`src/rtl/servo_slew_ctrl.sv`:
```
// Slew-limited position command stage for the servo PWM generator.
// Accepts clamped targets over valid/ready and steps the position toward them once per tick.
module servo_slew_ctrl #(
  parameter int unsigned STEP_DIV     = 1000000,
  parameter int unsigned STEP         = 1,
  parameter int unsigned SETTLE_TICKS = 20,
  parameter int unsigned INIT_POS     = 128,
  parameter int unsigned POS_MIN      = 0,
  parameter int unsigned POS_MAX      = 255
) (
  input  logic       i_clk,
  input  logic       i_clr,
  input  logic       i_cmd_valid,
  input  logic [7:0] i_cmd_pos,
  output logic       o_cmd_ready,
  input  logic       i_hold,
  output logic [7:0] o_pos,
  output logic       o_busy,
  output logic       o_at_target
);

  localparam int unsigned PW = (STEP_DIV > 1) ? $clog2(STEP_DIV) : 1;
  localparam int unsigned SW = (SETTLE_TICKS > 0) ? $clog2(SETTLE_TICKS + 1) : 1;

  localparam logic [PW-1:0] PRESC_LAST  = PW'(STEP_DIV - 1);
  localparam logic [PW-1:0] PRESC_ONE   = PW'(1);
  localparam logic [SW-1:0] SETTLE_LAST = SW'(SETTLE_TICKS);
  localparam logic [SW-1:0] SETTLE_ONE  = SW'(1);
  localparam logic [7:0]    POS_LO      = 8'(POS_MIN);
  localparam logic [7:0]    POS_HI      = 8'(POS_MAX);
  localparam logic [7:0]    POS_INIT    = 8'(INIT_POS);
  localparam logic [7:0]    STEP_8      = 8'(STEP);
  localparam logic [8:0]    STEP_9      = 9'(STEP);

  typedef enum logic [1:0] {StIdle, StMove, StSettle} state_e;

  state_e        r_state, w_state_d;
  logic [7:0]    r_pos, w_pos_d;
  logic [7:0]    r_target, w_target_d;
  logic [PW-1:0] r_presc, w_presc_d;
  logic [SW-1:0] r_settle, w_settle_d;

  logic [7:0]    w_cmd_clamped;
  logic          w_accept;
  logic [8:0]    w_delta;
  logic [8:0]    w_dist;
  logic          w_near;
  logic          w_presc_last;
  logic          w_tick;
  logic [SW-1:0] w_settle_inc;

  // Inclusive compares keep the lower bound well-formed when POS_MIN is 0.
  assign w_cmd_clamped = (i_cmd_pos <= POS_LO) ? POS_LO :
                         (i_cmd_pos >= POS_HI) ? POS_HI : i_cmd_pos;

  assign w_accept     = i_cmd_valid & o_cmd_ready;
  assign w_delta      = {1'b0, r_target} - {1'b0, r_pos};
  assign w_dist       = w_delta[8] ? (~w_delta + 9'd1) : w_delta;
  assign w_near       = (w_dist <= STEP_9);
  assign w_presc_last = (r_presc == PRESC_LAST);
  assign w_tick       = w_presc_last & (((r_state == StMove) & ~i_hold) | (r_state == StSettle));
  assign w_settle_inc = r_settle + SETTLE_ONE;

  always_comb begin
    w_state_d  = r_state;
    w_pos_d    = r_pos;
    w_target_d = w_accept ? w_cmd_clamped : r_target;
    w_presc_d  = r_presc;
    w_settle_d = r_settle;

    unique case (r_state)
      StIdle: begin
        w_presc_d = '0;
        if (w_accept && (w_cmd_clamped != r_pos)) begin
          w_state_d = StMove;
        end
      end

      StMove: begin
        if (!i_hold) begin
          w_presc_d = w_presc_last ? '0 : (r_presc + PRESC_ONE);
        end
        // A tick always steers by the pre-accept target; a retarget lands next tick.
        if (w_tick) begin
          if (w_near) begin
            w_pos_d    = r_target;
            w_presc_d  = '0;
            w_settle_d = '0;
            w_state_d  = (SETTLE_TICKS == 0) ? StIdle : StSettle;
          end else if (w_delta[8]) begin
            w_pos_d = r_pos - STEP_8;
          end else begin
            w_pos_d = r_pos + STEP_8;
          end
        end
      end

      StSettle: begin
        w_presc_d = w_presc_last ? '0 : (r_presc + PRESC_ONE);
        if (w_tick) begin
          w_settle_d = w_settle_inc;
          if (w_settle_inc == SETTLE_LAST) begin
            w_state_d = StIdle;
          end
        end
      end

      default: begin
        w_state_d = StIdle;
      end
    endcase
  end

  always_ff @(posedge i_clk or negedge i_clr) begin
    if (!i_clr) begin
      r_state  <= StIdle;
      r_pos    <= POS_INIT;
      r_target <= POS_INIT;
      r_presc  <= '0;
      r_settle <= '0;
    end else begin
      r_state  <= w_state_d;
      r_pos    <= w_pos_d;
      r_target <= w_target_d;
      r_presc  <= w_presc_d;
      r_settle <= w_settle_d;
    end
  end

  assign o_pos       = r_pos;
  assign o_cmd_ready = (r_state != StSettle);
  assign o_busy      = (r_state != StIdle);
  assign o_at_target = (r_state == StIdle);

endmodule

```
`config.mk`:
```
export PLATFORM = sky130hd
export DESIGN_NAME = servo_slew_ctrl
export DESIGN_NICKNAME = d
export VERILOG_FILES = /design/src/rtl/servo_slew_ctrl.sv
export SDC_FILE = /design/constraint.sdc
export NUM_CORES = 1
export LEC_CHECK = 0
export CORE_MARGIN = 10
export CORE_UTILIZATION = 25
export DETAILED_ROUTE_END_ITERATION = 8
export HOLD_SLACK_MARGIN = 0.08
export MAX_ROUTING_LAYER = met4
export PLACE_DENSITY = 0.43
export SLEW_MARGIN = 20
export SYNTH_ARGS = -nofsm -noshare
export SYNTH_HDL_FRONTEND = slang
export SYNTH_SLANG_ARGS = --single-unit
```
`constraint.sdc`:
```
create_clock -name i_clk -period 4.97 [get_ports i_clk]
set_clock_uncertainty 0.2 [all_clocks]
set_input_delay 0.994 -clock i_clk [delete_from_list [all_inputs] [get_ports i_clk]]
set_output_delay 0.994 -clock i_clk [all_outputs]
set_load 0.05 [all_outputs]
```
# Word level (Yosys, flattened, before mapping)
# Index checks and enable logic that the tools add are counted.
# totals
register_bits,43
wordCells,59
# op_classes
addsub,6
mux,20
order_cmp,3
eq_ne,11
reduce_logical,8
n_bitwise,6
# ops
operator,count
two-way mux 20 bit,4
case mux 20 bit (3 select lines),1
two-way mux 8 bit,4
adder 20 x 1 -> 20 bit (second input constant),1
equality test 20 bit (second input constant),1
two-way mux 5 bit,3
two-way mux 2 bit,5
case mux 5 bit (2 select lines),1
adder 9 x 1 -> 9 bit (second input constant),1
less-or-equal comparator 9 x 1 -> 1 bit (second input constant),1
two-way mux 9 bit,1
inverter 9 bit,1
subtractor 8 x 8 -> 9 bit,1
adder 8 x 1 -> 8 bit (second input constant),1
>= comparator 8 bit (second input constant),1
less-or-equal comparator 8 x 1 -> 1 bit (second input constant),1
!= test 2 bit (second input constant),4
!= test 8 bit,1
subtractor 8 x 1 -> 8 bit (second input constant),1
case mux 2 bit (3 select lines),1
adder 5 x 1 -> 5 bit (second input constant),1
equality test 5 bit (second input constant),1
AND reduction 5 bit,1
!= test 2 x 1 -> 1 bit (second input constant),2
11 further kinds,14

# Depth between registers and ports, before layout
# Gate-level depths: netlist of run 1.
# depth
word_depth,8
depth_mapped,20
mapped_depth_nobuf,19

# Worst setup path after synthesis of run 1
# Ideal clock, no wire load.
# synth_path
path_kind,flip-flop to flip-flop
from,"register r_pos[0], in the netlist o_pos[0]"
to,"register r_pos[7], in the netlist o_pos[7]"
t_arrival_ns,4.098
stages_incl_launch_ff,20
slack_ns,0.594
path_buffers,1
synth_period_minus_slack_ns,4.376
required_ns,4.693
path_cell_list,dfrtp_1 ha_1 inv_1 fa_1 a21o_1 nand4_1 a21oi_1 or2_2 buf_2 inv_1 ha_1 a21o_1 a21oi_1 o21bai_1 a21oi_1 o21ai_0 xnor2_1 nand2_1 mux2_1 o21a_1
# synth_between
elab_chain_cells,6
word_cells_on_any_way,9
# synth_lines
item,line,text
from (decl),38,"logic [7:0] r_pos, w_pos_d;"
from (signal assigned),123,r_pos <= w_pos_d;
subtractor 8 x 8 -> 9 bit,57,"assign w_delta = {1'b0, r_target} - {1'b0, r_pos};"
inverter 9 bit,58,assign w_dist = w_delta[8] ? (~w_delta + 9'd1) : w_delta;
adder 9 x 1 -> 9 bit,58,
two-way mux 9 bit,58,
less-or-equal comparator 9 x 1 -> 1 bit,59,assign w_near = (w_dist <= STEP_9);
two-way mux 8 bit *,85,if (w_near) begin
# Every way passes the cells marked *; elsewhere a longest branch is shown, timed or not.
# A chain may end at the register's enable or synchronous reset.

# Worst setup path after layout of run 1
# layout_path
from,register r_target[0]
to,"register r_pos[7], in the netlist o_pos[7]"
# layout_between
elab_chain_cells,6
word_cells_on_any_way,7
# layout_lines
item,line,text
from (decl),39,"logic [7:0] r_target, w_target_d;"
from (signal assigned),124,r_target <= w_target_d;
subtractor 8 x 8 -> 9 bit *,57,
inverter 9 bit,58,
adder 9 x 1 -> 9 bit,58,
two-way mux 9 bit,58,
less-or-equal comparator 9 x 1 -> 1 bit,59,
two-way mux 8 bit *,85,
# Marked as above.

==> results of run 1 <==
==> final timing paths <==
check / from / end / slack [ns] / cells past startpoint
max: r_target[0] / o_pos[7] / 0.59 / 19
min: r_presc[4] / r_presc[4] / 0.34 / 1
max reg2reg: r_target[0] / o_pos[7] / 0.59 / 19
min reg2reg: r_presc[4] / r_presc[4] / 0.34 / 1
max in group asynchronous: i_clr / r_target[6] / 3.56 / 2
min in group asynchronous: i_clr / r_presc[9] / 0.59 / 2
==> layout by cell type (no fill, tap or decap), drive strengths merged, types with 4 or more instances in the layout <==
cell type	netlist	layout
nor4	5	5
a21o	7	7
nor2	29	29
inv	27	27
nand2	45	45
o21ai	44	44
or3	5	5
nor3	11	11
a21oi	21	21
o221ai	4	4
and3	10	10
nand3	17	17
a22oi	6	6
or4	4	4
mux2	9	9
a31oi	5	5
ha	21	21
clkbuf	11	5
nand4	8	8
xnor2	18	18
clkdlybuf4s50	0	21
nand2b	6	6
dfrtp	41	41
mux2i	7	7
==> metrics by stage <==
step / std cells / hold WS, ns / util, %
floorplan: 432 / 0.2771 / -
finish: 628 / 0.3427 / 29.70
CTS: 628 / 0.3415 / 29.70
global route: 628 / 0.3681 / 29.70
detailed placement: 620 / 0.3311 / 28.49
global placement: 620 / 0.3323 / 28.49
==> sequential cells by signal, summed over array words and instances (netlist names) <==
| signal | count |
|---|---|
| o_pos | 8 |
| r_presc | 20 |
| r_settle | 5 |
| r_state | 2 |
| r_target | 8 |
==> cell families (layout without fill, tap and decap cells) <==
| logic type | count (synthesis) | after routing | share of synthesized area [%] |
|---|---|---|---|
| muxes | 16 | 16 | 4.759 |
| xor gates and xnor gates | 21 | 21 | 5.315 |
| adders and majority gates | 23 | 23 | 8.406 |
| buffers and inverters | 44 | 60 | 4.932 |
| AOI/OAI and AO/OA | 129 | 129 | 24.66 |
| DFF | 43 | 43 | 29.94 |
| and+or+nand+nor | 156 | 156 | 21.99 |
==> where the power goes <==
part | total [mW] | internal [mW] | switching [mW]
Combinational | 0.273 | 0.121 | 0.152
Clock | 0.398 | 0.238 | 0.160
Sequential | 0.411 | 0.378 | 0.0331
==> cell type report <==
class	count	area, µm²	share of cell area (%)
multi-input cells	345	2346	56.48
flip-flops and latches	43	1079	25.96
repair buffers	24	230.2	5.542
well taps	180	225.2	5.422
clock buffers	5	125.1	3.012
inverters	28	105.1	2.530
clock inverters	3	43.79	1.054
==> routing by layer <==
layer / track usage, % / vias to the layer above
met5: - / -
met4: 1.957 / 0
met3: 2.400 / 8
met2: 16.83 / 70
met1: 14.54 / 1590
li1: - / 1621
==> results.md, run 1 <==
* Clock root cell: clkbuf_16
* Hold Crit Class: reg -> reg
* Yosys top cell by area: dfrtp_1
* Largest net degree at the start of global routing at 44
* #FFs+latches synth at 43
* H-tree levels at 2
* Detail Route Antenna Nets at 0
* Slew Viols, Final at 0
* Syn_area_per_cell at 8.338 µm²
* Top cells by area, synth: dfrtp_1, ha_1, o21ai_0
* Routed via count at 3289
* Layout cells sized above 1 at 7.143%
* Final min period at 4.376 ns
* Met1 wire length at about 5.3 mm
* Hold violation total from the final report at 0
* Die height at roughly 140 µm
* Worst slew pin tran at 0.8869 ns
* Synth Flop Type: dfrtp_1
* Initial antenna violation count at 0
* Top-count cell post-synth: o21ai_0
* FP Rows at 43
* Ys async rst share at 100.0%
* Global-route wire length before repair at approximately 17 mm
* PwrDens at 260.6 mW/mm²
* Crit path launch type: flop
* Met2 Wirelength at 4.834 mm
* TritonRoute pass-1 iters at 5
* Leakage at 1.727 nW
* Fill cells at 1525
* Core area at 0.01399 mm²
* Antenna diode count at 0
* Status: finished, final reports clean
* I/O Pins at 23
* # DRC at 0
* Syn Std Cell Area at 0.003602 mm²
* RSZ-0062 raised after global routing: no
* Register area share after synthesis at 29.94%
* CP Cell Sequence: inv_1, ha_1, inv_1, fa_1, a21o_1, nand4_1, a21oi_1, or2_2, inv_1, ha_1, a21o_1, a21oi_1, o21bai_1, a21oi_1, o21ai_0, xnor2_1, nand2_1, mux2_1, o21a_1
* DP Area at 0.003985 mm²
* Num CTS Buffers at 5
* CP max FO at 7
* CTS tree: yes
* Fmax achieved at between 200 and 250 MHz
* Total die area at between 0.015 and 0.02 mm²
* Worst VDD drop at approximately 0.00018 V
* CP max stage cell: fa_1
* Drt wl/cell at 16.83 µm
* Tot GR Track Use at between 10% and 20%
* Starting density of the core at 25.75%
* Share of the synthesized area in the top cell type at 28.48%
* Port bufs at 22
* Total global routing overflow at 0
* Final setup fails at 0
* Setup TNS at 0 ns
* Die width at 140.0 µm
* Pwr Total at 1.082 mW
* Clk pin slew, worst setup/hold paths at 0.07 ns
* Clock tree sinks at 43
* WL final at 10.57 mm
* Crit path largest cell delay at 0.45 ns
* Arrival time worst endpoint at around 4.4 ns
* Post-CTS Resized at 0
* DRT iter0 DRCs at slightly below 300
* Mapped Cells at 432
* Number of synthesized flops with an enable pin at 0
* Worst skew pair latency at 0.30 ns
* Setup CP Type: reg -> reg
* Dpl ws at 0.6087 ns
* Synth cell types at 70
* Synth Warn # at 0
* Post-DR vias/cell at 5.237
* Final nets at 482
* Setup Fix Bufs, Post-CTS at 0
* Hold Buf Count CTS at 0
* Syn-to-layout area delta at 15.32%
* Setup ws final at about 0.59 ns
* DR WL met3 at 387 µm
* Max cap viols at 0
* CP top delay family: compound AO/OA/AOI/OAI gates
* Slew margin rel. at 40.75%
* Design Area, Final at 0.004154 mm²
* Critical path required time at 4.99 ns
* CTS Buffer Depth at 2
* Period utilisation layout at 88.05%
* Top Metal Used: met4
* Worst Path Buf+Inv at 3
* DP HPWL at slightly below 8 mm
* Final GP Congestion at ~0.85
* Crit path capture type: flop
* Top cells by instance count after synthesis: o21ai_0, nand2_1, dfrtp_1
* Vias in the first global route at 3181
* Syn nets at 467
(Power assumes the default switching activity.)
==> inputs of run 2 (changes only) <==
--- a/config.mk
+++ b/config.mk
@@ -9,7 +9,6 @@
 export CORE_UTILIZATION = 25
 export DETAILED_ROUTE_END_ITERATION = 8
 export HOLD_SLACK_MARGIN = 0.08
-export MAX_ROUTING_LAYER = met4
 export PLACE_DENSITY = 0.43
 export SLEW_MARGIN = 20
 export SYNTH_ARGS = -nofsm -noshare
==> constraint.sdc (replaced) <==
create_clock -name i_clk -period 4.97 [get_ports i_clk]
set_clock_uncertainty 0.2 [all_clocks]
set_input_delay 0.994 -clock i_clk [delete_from_list [all_inputs] [get_ports i_clk]]
set_output_delay 0.994 -clock i_clk [all_outputs]
set_load 0.01 [all_outputs]
==> results.md, run 2 (synthesized netlist as in run 1, its figures left out) <==
* Period utilisation layout at 88.26% (+0.20 points)
* Slew Viols, Final at 0 (unchanged)
* GR Util met1 at 14.28% (-0.26 points)
* Tot GR Track Use at 10.66% (-0.29 points)
* Final GP Congestion at 0.8324 (-1.5%)
* Top reg by flops: r_presc
* Fill cells at 1525 (unchanged)
* Design Area, Final at 0.004154 mm² (unchanged)
* Core area at 0.01399 mm² (unchanged)
* Clock power share at 36.6% (-0.2 points)
* H-tree levels at 2 (unchanged)
* Area occupied by registers at 0.001079 mm² (unchanged)
* Num CTS Buffers at 5 (unchanged)
* Post-CTS Resized at 0 (unchanged)
* Fmax achieved at 228.0 MHz (-0.23%)
* DP Area at 0.003985 mm² (unchanged)
* Slew margin rel. at 42.35% (+1.6 points)
* Total die area at 0.01961 mm² (unchanged)
* # DRC at 0 (unchanged)
* Clk pin slew, worst setup/hold paths at 0.06 ns (about the same)
* Syn-to-layout area delta at 15.32% (unchanged)
* Met3 Resource Use GR at 2.738% (+0.34 points)
* Status: finished, final reports clean
* Busiest grt layer: met2
* Vias in the first global route at 3184 (+0.094%)
* Routed via count at 3329 (+1.2%)
* Post-DR vias/cell at 5.301 (+1.2%)
* Detail Route Antenna Nets at 0 (unchanged)
* Commonest non-fill, non-tap cell in the layout: o21ai_0
* Crit path capture type: flop
* Internal Power at 0.7374 mW (about the same)
* Largest register FFs at 20 (unchanged)
* Setup TNS at 0 ns (unchanged)
* Sw frac at 31.86% (about the same)
* Setup CP Type: reg -> reg
* Final nets at 482 (unchanged)
* DP HPWL at 7.958 mm (unchanged)
* Port bufs at 22 (unchanged)
* Final min period at 4.386 ns (+0.01008 ns)
* Final setup fails at 0 (unchanged)
* Setup Fix Bufs, Post-CTS at 0 (unchanged)
* Max cap viols at 0 (unchanged)
* Worst VDD drop at 0.0001767 V (-1.4%)
* Area occupied by multi-input gates at 0.002346 mm² (unchanged)
* Hold violation total from the final report at 0 (unchanged)
* Switching pwr at 0.3448 mW (about the same)
* Critical path required time at 4.99 ns (about the same)
* Hold Buf Count CTS at 0 (unchanged)
* GR met2 Demand/Resource at 16.90% (+0.074 points)
* Antenna diode count at 0 (unchanged)
* Layout cells sized above 1 at 7.143% (unchanged)
* Arrival time worst endpoint at 4.41 ns (about the same)
* Leakage at 1.727 nW (unchanged)
* Most frequent cells in the layout: o21ai_0, nand2_1, dfrtp_1, nor2_1, inv_1
* PwrDens at 260.5 mW/mm² (about the same)
* Clock root cell: clkbuf_16
* Die width at 140.0 µm (unchanged)
* Sequential Power Share at 38.1% (about the same)
* TritonRoute pass-1 iters at 5 (unchanged)
* Global-route wire length before repair at 17.35 mm (-0.16%)
* Drt wl/cell at 16.93 µm (+0.60%)
* Total global routing overflow at 0 (unchanged)
* Hold Crit Class: reg -> reg
* Gate power share at 25.3% (about the same)
* Clock tree sinks at 43 (unchanged)
* CTS Buffer Depth at 2 (unchanged)
* Worst skew pair latency at 0.31 ns (about the same)
* DRT iter0 DRCs at 276 (-7.1%)
* Starting density of the core at 25.75% (unchanged)
* RSZ-0062 raised after global routing: no
* DP Cell Count at 620 (unchanged)
* Die height at 140.0 µm (unchanged)
* Final non-filler cell total at 628 (unchanged)
* FP Rows at 43 (unchanged)
* Final hold slack at 0.3497 ns (+0.006963 ns)
* Initial antenna violation count at 0 (unchanged)
* Largest net degree at the start of global routing at 44 (unchanged)
* I/O Pins at 23 (unchanged)
* WL final at 10.63 mm (+0.60%)
* CTS tree: yes
* CP max FO at 7 (unchanged)
* Crit path launch type: flop
* Pwr Total at 1.082 mW (about the same)
* Worst slew pin tran at 0.8630 ns (-0.02384 ns)
## run 2: layout make-up
| cell class | instances | share of cell area (%) |
|---|---|---|
| inverters | 28 | 2.530 |
| multi-input cells | 345 | 56.48 |
| repair buffers | 24 | 5.542 |
| clock buffers | 5 | 3.012 |
| clock inverters | 3 | 1.054 |
| flip-flops and latches | 43 | 25.96 |
| well taps | 180 | 5.422 |
## run 2: worst max-delay path: stages, from the launching register on
cell	delay, ns
dfrtp_1	0.40
inv_1	0.09
ha_1	0.16
inv_1	0.05
fa_1	0.45
a21o_1	0.23
nand4_1	0.13
a21oi_1	0.11
or2_2	0.37
inv_1	0.22
ha_1	0.28
a21o_1	0.18
a21oi_1	0.23
o21bai_1	0.09
a21oi_1	0.22
o21ai_0	0.15
xnor2_1	0.20
nand2_1	0.08
mux2_1	0.30
o21a_1	0.17
## run 2: power groups by stage
stage / sequential (mW) / combinational (mW) / clock [mW]
3_5_place_dp: 0.418 / 0.274 / 0
6_report: 0.413 / 0.274 / 0.396
4_1_cts: 0.411 / 0.276 / 0.410
5_1_grt: 0.419 / 0.309 / 0.421
3_3_place_gp: 0.418 / 0.272 / 0
2_1_floorplan: 0.406 / 0.212 / 0
## run 2: through the flow
| step | utilization, % | setup slack, ns |
|---|---|---|
| after floorplan | - | 0.9001 |
| after global placement | 28.49 | 0.7670 |
| after detailed placement | 28.49 | 0.6087 |
| after CTS | 29.70 | 0.5696 |
| after global routing | 29.70 | 0.3172 |
| final | 29.70 | 0.5837 |
## run 2: layer usage
metal	vias up	part of all wire [%]
met1	1614	48
met2	85	46
met4	0	0.96
li1	1623	-
met5	-	0
met3	7	5.0
## run 2: worst paths after layout
check	cells past startpoint	end	startpoint	slack, ns
hold reg to reg	1	r_target[6]	r_target[6]	0.35
setup / recovery	19	o_pos[7]	r_target[0]	0.58
min in group asynchronous	2	r_presc[9]	i_clr	0.59
max in group asynchronous	2	r_target[5]	i_clr	3.55
hold / removal	1	r_target[6]	r_target[6]	0.35
setup reg to reg	19	o_pos[7]	r_target[0]	0.58
